### src/rtl/gf_poly_mult_pkg.sv
// Shared AES arithmetic definitions: field width, reduction polynomial, and
// the multiplier control states.
package gf_poly_mult_pkg;

    localparam int unsigned AES_WIDTH = 8;
    localparam logic [AES_WIDTH:0] AES_POLY = 9'h11B;

    typedef enum logic [1:0] {
        IDLE   = 2'd0,
        RUN    = 2'd1,
        REDUCE = 2'd2,
        DONE   = 2'd3
    } state_t;

endpackage

### src/rtl/gf_xor_step.sv
// Conditional shift-and-XOR of an accumulator by an operand placed at a bit
// position. Shared by the multiply phase (operand a) and the reduction phase
// (operand POLY).
module gf_xor_step #(
    parameter int unsigned ACC_W = 15,
    parameter int unsigned OP_W  = 8,
    parameter int unsigned POS_W = 3
) (
    input  logic [ACC_W-1:0] acc,
    input  logic [OP_W-1:0]  operand,
    input  logic [POS_W-1:0] pos,
    input  logic             en,
    output logic [ACC_W-1:0] result_c
);

    // XOR the shifted operand into the accumulator when enabled
    always_comb begin
        result_c = acc;
        if (en) begin
            result_c = acc ^ (ACC_W'(operand) << pos);
        end
    end

endmodule

### src/rtl/gf_poly_mult.sv
// Sequential carry-less GF(2)[x] multiplier, one shift-XOR step per clock.
// Build option GF_MUL_REDUCE_EN: adds a REDUCE phase that folds the product
// modulo POLY, making the block a standalone GF(2^WIDTH) multiplier.
module gf_poly_mult
    import gf_poly_mult_pkg::*;
#(
    parameter int unsigned       WIDTH = AES_WIDTH,
    parameter logic [WIDTH:0]    POLY  = AES_POLY
) (
    input  logic                 clk,
    input  logic                 rst_n,
    input  logic                 in_valid,
    output logic                 in_ready,
    input  logic [WIDTH-1:0]     a,
    input  logic [WIDTH-1:0]     b,
    output logic                 out_valid,
    input  logic                 out_ready,
    output logic [2*WIDTH-2:0]   product,
    output logic                 busy
);

    localparam int unsigned PROD_W = 2 * WIDTH - 1;
    localparam int unsigned CNT_W  = (WIDTH > 1) ? $clog2(WIDTH) : 1;

    state_t              state, state_next;
    logic [WIDTH-1:0]    a_r, a_next;
    logic [WIDTH-1:0]    b_r, b_next;
    logic [PROD_W-1:0]   acc, acc_next;
    logic [CNT_W-1:0]    cnt, cnt_next;
    logic [PROD_W-1:0]   run_acc_c;

    // Multiply step: add a_r << cnt when the current multiplier bit is set
    gf_xor_step #(
        .ACC_W (PROD_W),
        .OP_W  (WIDTH),
        .POS_W (CNT_W)
    ) u_run_step (
        .acc      (acc),
        .operand  (a_r),
        .pos      (cnt),
        .en       (b_r[cnt]),
        .result_c (run_acc_c)
    );

`ifdef GF_MUL_REDUCE_EN
    localparam int unsigned K_W = $clog2(PROD_W);

    logic [K_W-1:0]      k, k_next;
    logic [K_W-1:0]      red_pos;
    logic [PROD_W-1:0]   red_acc_c;

    assign red_pos = k - K_W'(WIDTH);

    // Reduction step: cancel bit k by adding POLY << (k - WIDTH)
    gf_xor_step #(
        .ACC_W (PROD_W),
        .OP_W  (WIDTH + 1),
        .POS_W (K_W)
    ) u_red_step (
        .acc      (acc),
        .operand  (POLY),
        .pos      (red_pos),
        .en       (acc[k]),
        .result_c (red_acc_c)
    );
`else
    logic unused_poly;
    assign unused_poly = ^POLY;
`endif

    assign product = acc;

    // State, datapath and registered handshake outputs
    always_ff @(posedge clk or negedge rst_n) begin
        if (!rst_n) begin
            state     <= IDLE;
            a_r       <= '0;
            b_r       <= '0;
            acc       <= '0;
            cnt       <= '0;
`ifdef GF_MUL_REDUCE_EN
            k         <= '0;
`endif
            in_ready  <= 1'b1;
            out_valid <= 1'b0;
            busy      <= 1'b0;
        end else begin
            state     <= state_next;
            a_r       <= a_next;
            b_r       <= b_next;
            acc       <= acc_next;
            cnt       <= cnt_next;
`ifdef GF_MUL_REDUCE_EN
            k         <= k_next;
`endif
            in_ready  <= (state_next == IDLE);
            out_valid <= (state_next == DONE);
            busy      <= (state_next != IDLE);
        end
    end

    // Next-state and datapath update
    always_comb begin
        state_next = state;
        a_next     = a_r;
        b_next     = b_r;
        acc_next   = acc;
        cnt_next   = cnt;
`ifdef GF_MUL_REDUCE_EN
        k_next     = k;
`endif
        case (state)
            IDLE: begin
                if (in_valid) begin
                    a_next     = a;
                    b_next     = b;
                    acc_next   = '0;
                    cnt_next   = '0;
                    state_next = RUN;
                end
            end
            RUN: begin
                acc_next = run_acc_c;
                cnt_next = cnt + CNT_W'(1);
                if (cnt == CNT_W'(WIDTH - 1)) begin
`ifdef GF_MUL_REDUCE_EN
                    k_next     = K_W'(PROD_W - 1);
                    state_next = REDUCE;
`else
                    state_next = DONE;
`endif
                end
            end
`ifdef GF_MUL_REDUCE_EN
            REDUCE: begin
                acc_next = red_acc_c;
                k_next   = k - K_W'(1);
                if (k == K_W'(WIDTH)) begin
                    state_next = DONE;
                end
            end
`endif
            DONE: begin
                if (out_ready) begin
                    state_next = IDLE;
                end
            end
            default: begin
                state_next = IDLE;
            end
        endcase
    end

endmodule

### config.mk
export PLATFORM = sky130hd
export DESIGN_NAME = gf_poly_mult
export DESIGN_NICKNAME = d
export VERILOG_FILES = /design/src/rtl/gf_poly_mult_pkg.sv /design/src/rtl/gf_xor_step.sv /design/src/rtl/gf_poly_mult.sv
export SDC_FILE = /design/constraint.sdc
export NUM_CORES = 1
export LEC_CHECK = 0
export CAP_MARGIN = 20
export CORE_MARGIN = 4
export CORE_UTILIZATION = 25
export CTS_CLUSTER_DIAMETER = 40
export CTS_CLUSTER_SIZE = 25
export DETAILED_ROUTE_END_ITERATION = 8
export PLACE_DENSITY = 0.45
export SKIP_CTS_REPAIR_TIMING = 1
export SYNTH_ARGS = -nofsm -noshare
export SYNTH_HDL_FRONTEND = slang
export SYNTH_HIERARCHICAL = 1
export SYNTH_SLANG_ARGS = --single-unit
### constraint.sdc
create_clock -name clk -period 4.55 [get_ports clk]
set_input_delay 0.91 -clock clk [delete_from_list [all_inputs] [get_ports clk]]
set_output_delay 0.91 -clock clk [all_outputs]
set_load 0.03 [all_outputs]
==> summary.md <==
| Metric | Value |
|---|---|
| Number of nets with antenna violations after detailed routing | 0 |
| Library cell with the largest summed area after synthesis | dfrtp_1 |
| Crit Path Max Fanout | 16 |
| Total number of cells along the worst setup path | 7 |
| Total inserted antenna cells | 0 |
| Switch Pwr | 0.000911 W |
| Sequence of cells on the critical path | mux4_2 > mux2_2 > nand2b_1 > o22ai_1 > xor2_1 > nand3b_1 > o31ai_1 |
| Overall power | 0.00222 W |
| Number of iterations in the first detailed-routing pass | 4 |
| Global route overflow | 0 |
| Clock Skew | 0.00715 ns |
| Seq cells post-synth | 39 |
| Sw frac | 0.411 |
| Fraction of final layout cells with drive strength greater than 1 | 0.167 |
| Yosys Warn Count | 6 |
| Total Nets Final | 248 |
| Die area | 10500 um^2 |
| Status | completed |
| Primary FF master, synth | dfrtp_1 |
| Synth Net Count | 214 |
| Number of remaining DRC errors | 0 |
| Root Buffer | clkbuf_8 |
| Delay of the slowest cell on the worst path | 0.77 ns |
| Longest Clk Path Bufs | 2 |
| Routed length per placed instance | 15.0 um |
| Cell types with the highest counts after synthesis | dfrtp_1, inv_1, nand3b_1, o31ai_1, mux2_4 |
| Worst slew margin relative to its limit | 0.406 |
| Maximum operating frequency | 392 MHz |
| Layout area overhead | 24.7% |
| Proportion of synthesized flip-flops having asynchronous set or reset | 1.00 |
| Crit Path Class | register to register |
| Max-Cap Viols | 0 |
| Share of power burned in the clock network | 0.137 |
| Buf+Inv Stages, Crit Path | 0 |
| Cell depth of the worst hold path | 1 |
| FILL cells | 884 |
| Most area-consuming cells after synthesis | dfrtp_1, mux2_4, nand3b_1, o31ai_1, mux2_2 |
| Actual transition at the worst max-transition pin | 0.891 ns |
| CTS buffer count | 5 |
| Post-detailed-routing wire length | 5030 um |
| Maximum number of pins on one net before global-route repair | 40 |
| Worst R2R Path Depth | 7 |
| Cell family with the largest share of critical-path delay | multiplexers |
| Required time at the worst-slack endpoint | 4.72 ns |
| Largest voltage drop on the vdd net | 212 uV |
| Clock H-tree levels | 2 |
| Vias/cell | 4.48 |
| Critical path endpoint category | register |
| Number of enable-type register cells in the synthesized netlist | 0 |
| Max-slew violation total from the final report | 0 |
| IO Pins | 38 |
| Starting utilization of the core area | 0.256 |
| CTS tree | yes |
| Die boundary height | 102 um |
| Worst reg2reg startpoint | cnt[0] |
| Combined flip-flop and latch cell area | 977 um^2 |
| Global-route wire length before repair | 8080 um |
| Std cell rows | 34 |
| Number of global-route vias before repair | 1511 |
| Setup Viol. Count Final | 0 |
| Seq/Total Area, Yosys | 0.438 |
| Area of the placeable core | 8720 um^2 |
| Syn Std Cell Area | 2230 um^2 |
| Share of the core filled with cells in the final layout | 0.319 |
| Crit share post-route | 0.561 |
| Final Hold Slack | 0.516 ns |
| Internal power of the cells | 0.00131 W |
| Number of vias in the routed layout | 1502 |
| Number of antenna violations at the first check in global routing | 0 |
| Seq pwr share | 0.337 |
| Beginning of the worst hold path | b_r[0] |
| Slowest-stage cell, CP | dfrtp_1 |
| Number of DRC violations after detailed-routing iteration 0 | 49 |
| Number of failing hold endpoints at the final stage | 0 |
| Critical path launch point | cnt[0] |
| Clk_lat worst skew | 0.29 ns |
| Number of buffer cells added on primary ports | 37 |
| Final-layout setup total negative slack | 0 ns |
| GRT Total Usage | 0.102 |
| Clk slew on worst S/H paths | 0.08 ns |
| Worst setup slack after placement | 1.99 ns |
| Power share of the combinational group | 0.526 |
| Area taken by multi-input logic gates | 1110 um^2 |
| Final setup margin | 2.00 ns |
| Kind of path behind the tightest hold check | register to register |
| Data arrival, critical path | 2.72 ns |
| Minimum clock period after layout | 2.55 ns |
| Die span in x | 102 um |
| Number of cells produced by synthesis | 192 |
| Most repeated cell in the gate-level netlist after synthesis | dfrtp_1 |
| CP Launch Type | register |
| Power per standard cell area | 797 nW/um^2 |
| Count of clock tree sinks | 39 |
| RSZ-0062 raised after global routing | false |
| Dpl hpwl | 3510 um |
| Fraction of post-synthesis cell area in the top cell type by area | 0.426 |
| Reported leakage power | 1.18 nW |
| Number of unique standard cell types used by synthesis | 32 |
| Post-Syn Area per Cell | 11.6 um^2 |
| Gp weighted congestion | 0.803 |
logic make-up (layout without fill, tap and decap cells):
logic type | count (synthesis) | count (layout) | synth area share
muxes | 32 | 32 | 0.206
xor gates and xnor gates | 15 | 15 | 0.0589
AOI/OAI and AO/OA | 28 | 28 | 0.0919
and+or+nand+nor | 46 | 46 | 0.127
buffers and inverters | 30 | 65 | 0.0667
DFF | 39 | 39 | 0.438
adders and majority gates | 2 | 2 | 0.0112
worst register-to-register path: stages, from the launching register on:
cell and delay [ns]:
dfrtp_1 0.77, mux4_2 0.59, mux2_2 0.33, nand2b_1 0.24, o22ai_1 0.17, xor2_1 0.16
nand3b_1 0.09, o31ai_1 0.08
flip-flops by register name (all words and copies together) (netlist names):
register / count
product: 15
out_valid: 1
a_r: 8
cnt: 3
busy: 1
state: 2
in_ready: 1
b_r: 8
layout make-up:
cell class,count,area share
Tap cell,108,0.0485
Sequential cell,39,0.351
Multi-Input combinational cell,123,0.397
Clock inverter,2,0.0126
Clock buffer,6,0.0297
Inverter,18,0.0243
Timing Repair Buffer,39,0.137
power groups by stage:
stage          registers (W)  clock network, W  logic [W]
6_report            0.000749          0.000304    0.00117
5_1_grt             0.000786          0.000330    0.00127
4_1_cts             0.000755          0.000317    0.00118
3_5_place_dp        0.000763                 0    0.00118
3_3_place_gp        0.000758                 0    0.00116
2_1_floorplan       0.000785                 0   0.000824
worst paths after layout:
| kind | end | slack, ns |
|---|---|---|
| setup / recovery | product[4] | 2.00 |
| hold reg to reg | b_r[0] | 0.52 |
| max in group asynchronous | a_r[3] | 3.25 |
| hold / removal | b_r[0] | 0.52 |
| setup reg to reg | product[4] | 2.00 |
| min in group asynchronous | product[12] | 0.73 |
layout by cell type (no fill, tap or decap), types with 5 or more instances in the layout:
cell and instances:
clkbuf_8 6, mux2_4 11, dfrtp_1 38, clkdlybuf4s50_1 36, inv_1 18, nor2_1 7, nand3b_1 18, o31ai_1 17
nand2_1 6, mux2_2 10, xnor2_1 5, xor2_1 10
layer usage:
metal | vias to the layer above | GRT usage | share of wire
li1 | 746 | - | -
met1 | 714 | 0.139 | 0.49
met2 | 37 | 0.154 | 0.46
met3 | 5 | 0.0264 | 0.045
met4 | 0 | 0.0394 | 0.013
met5 | - | 0 | 0
per-stage QoR:
step / cell area (um^2) / instances
floorplan: 2230 / 192
global placement: 2670 / 327
detailed placement: 2670 / 327
CTS: 2780 / 335
global route: 2780 / 335
finish: 2780 / 335
Note: power is estimated with default switching activity, not from simulation.
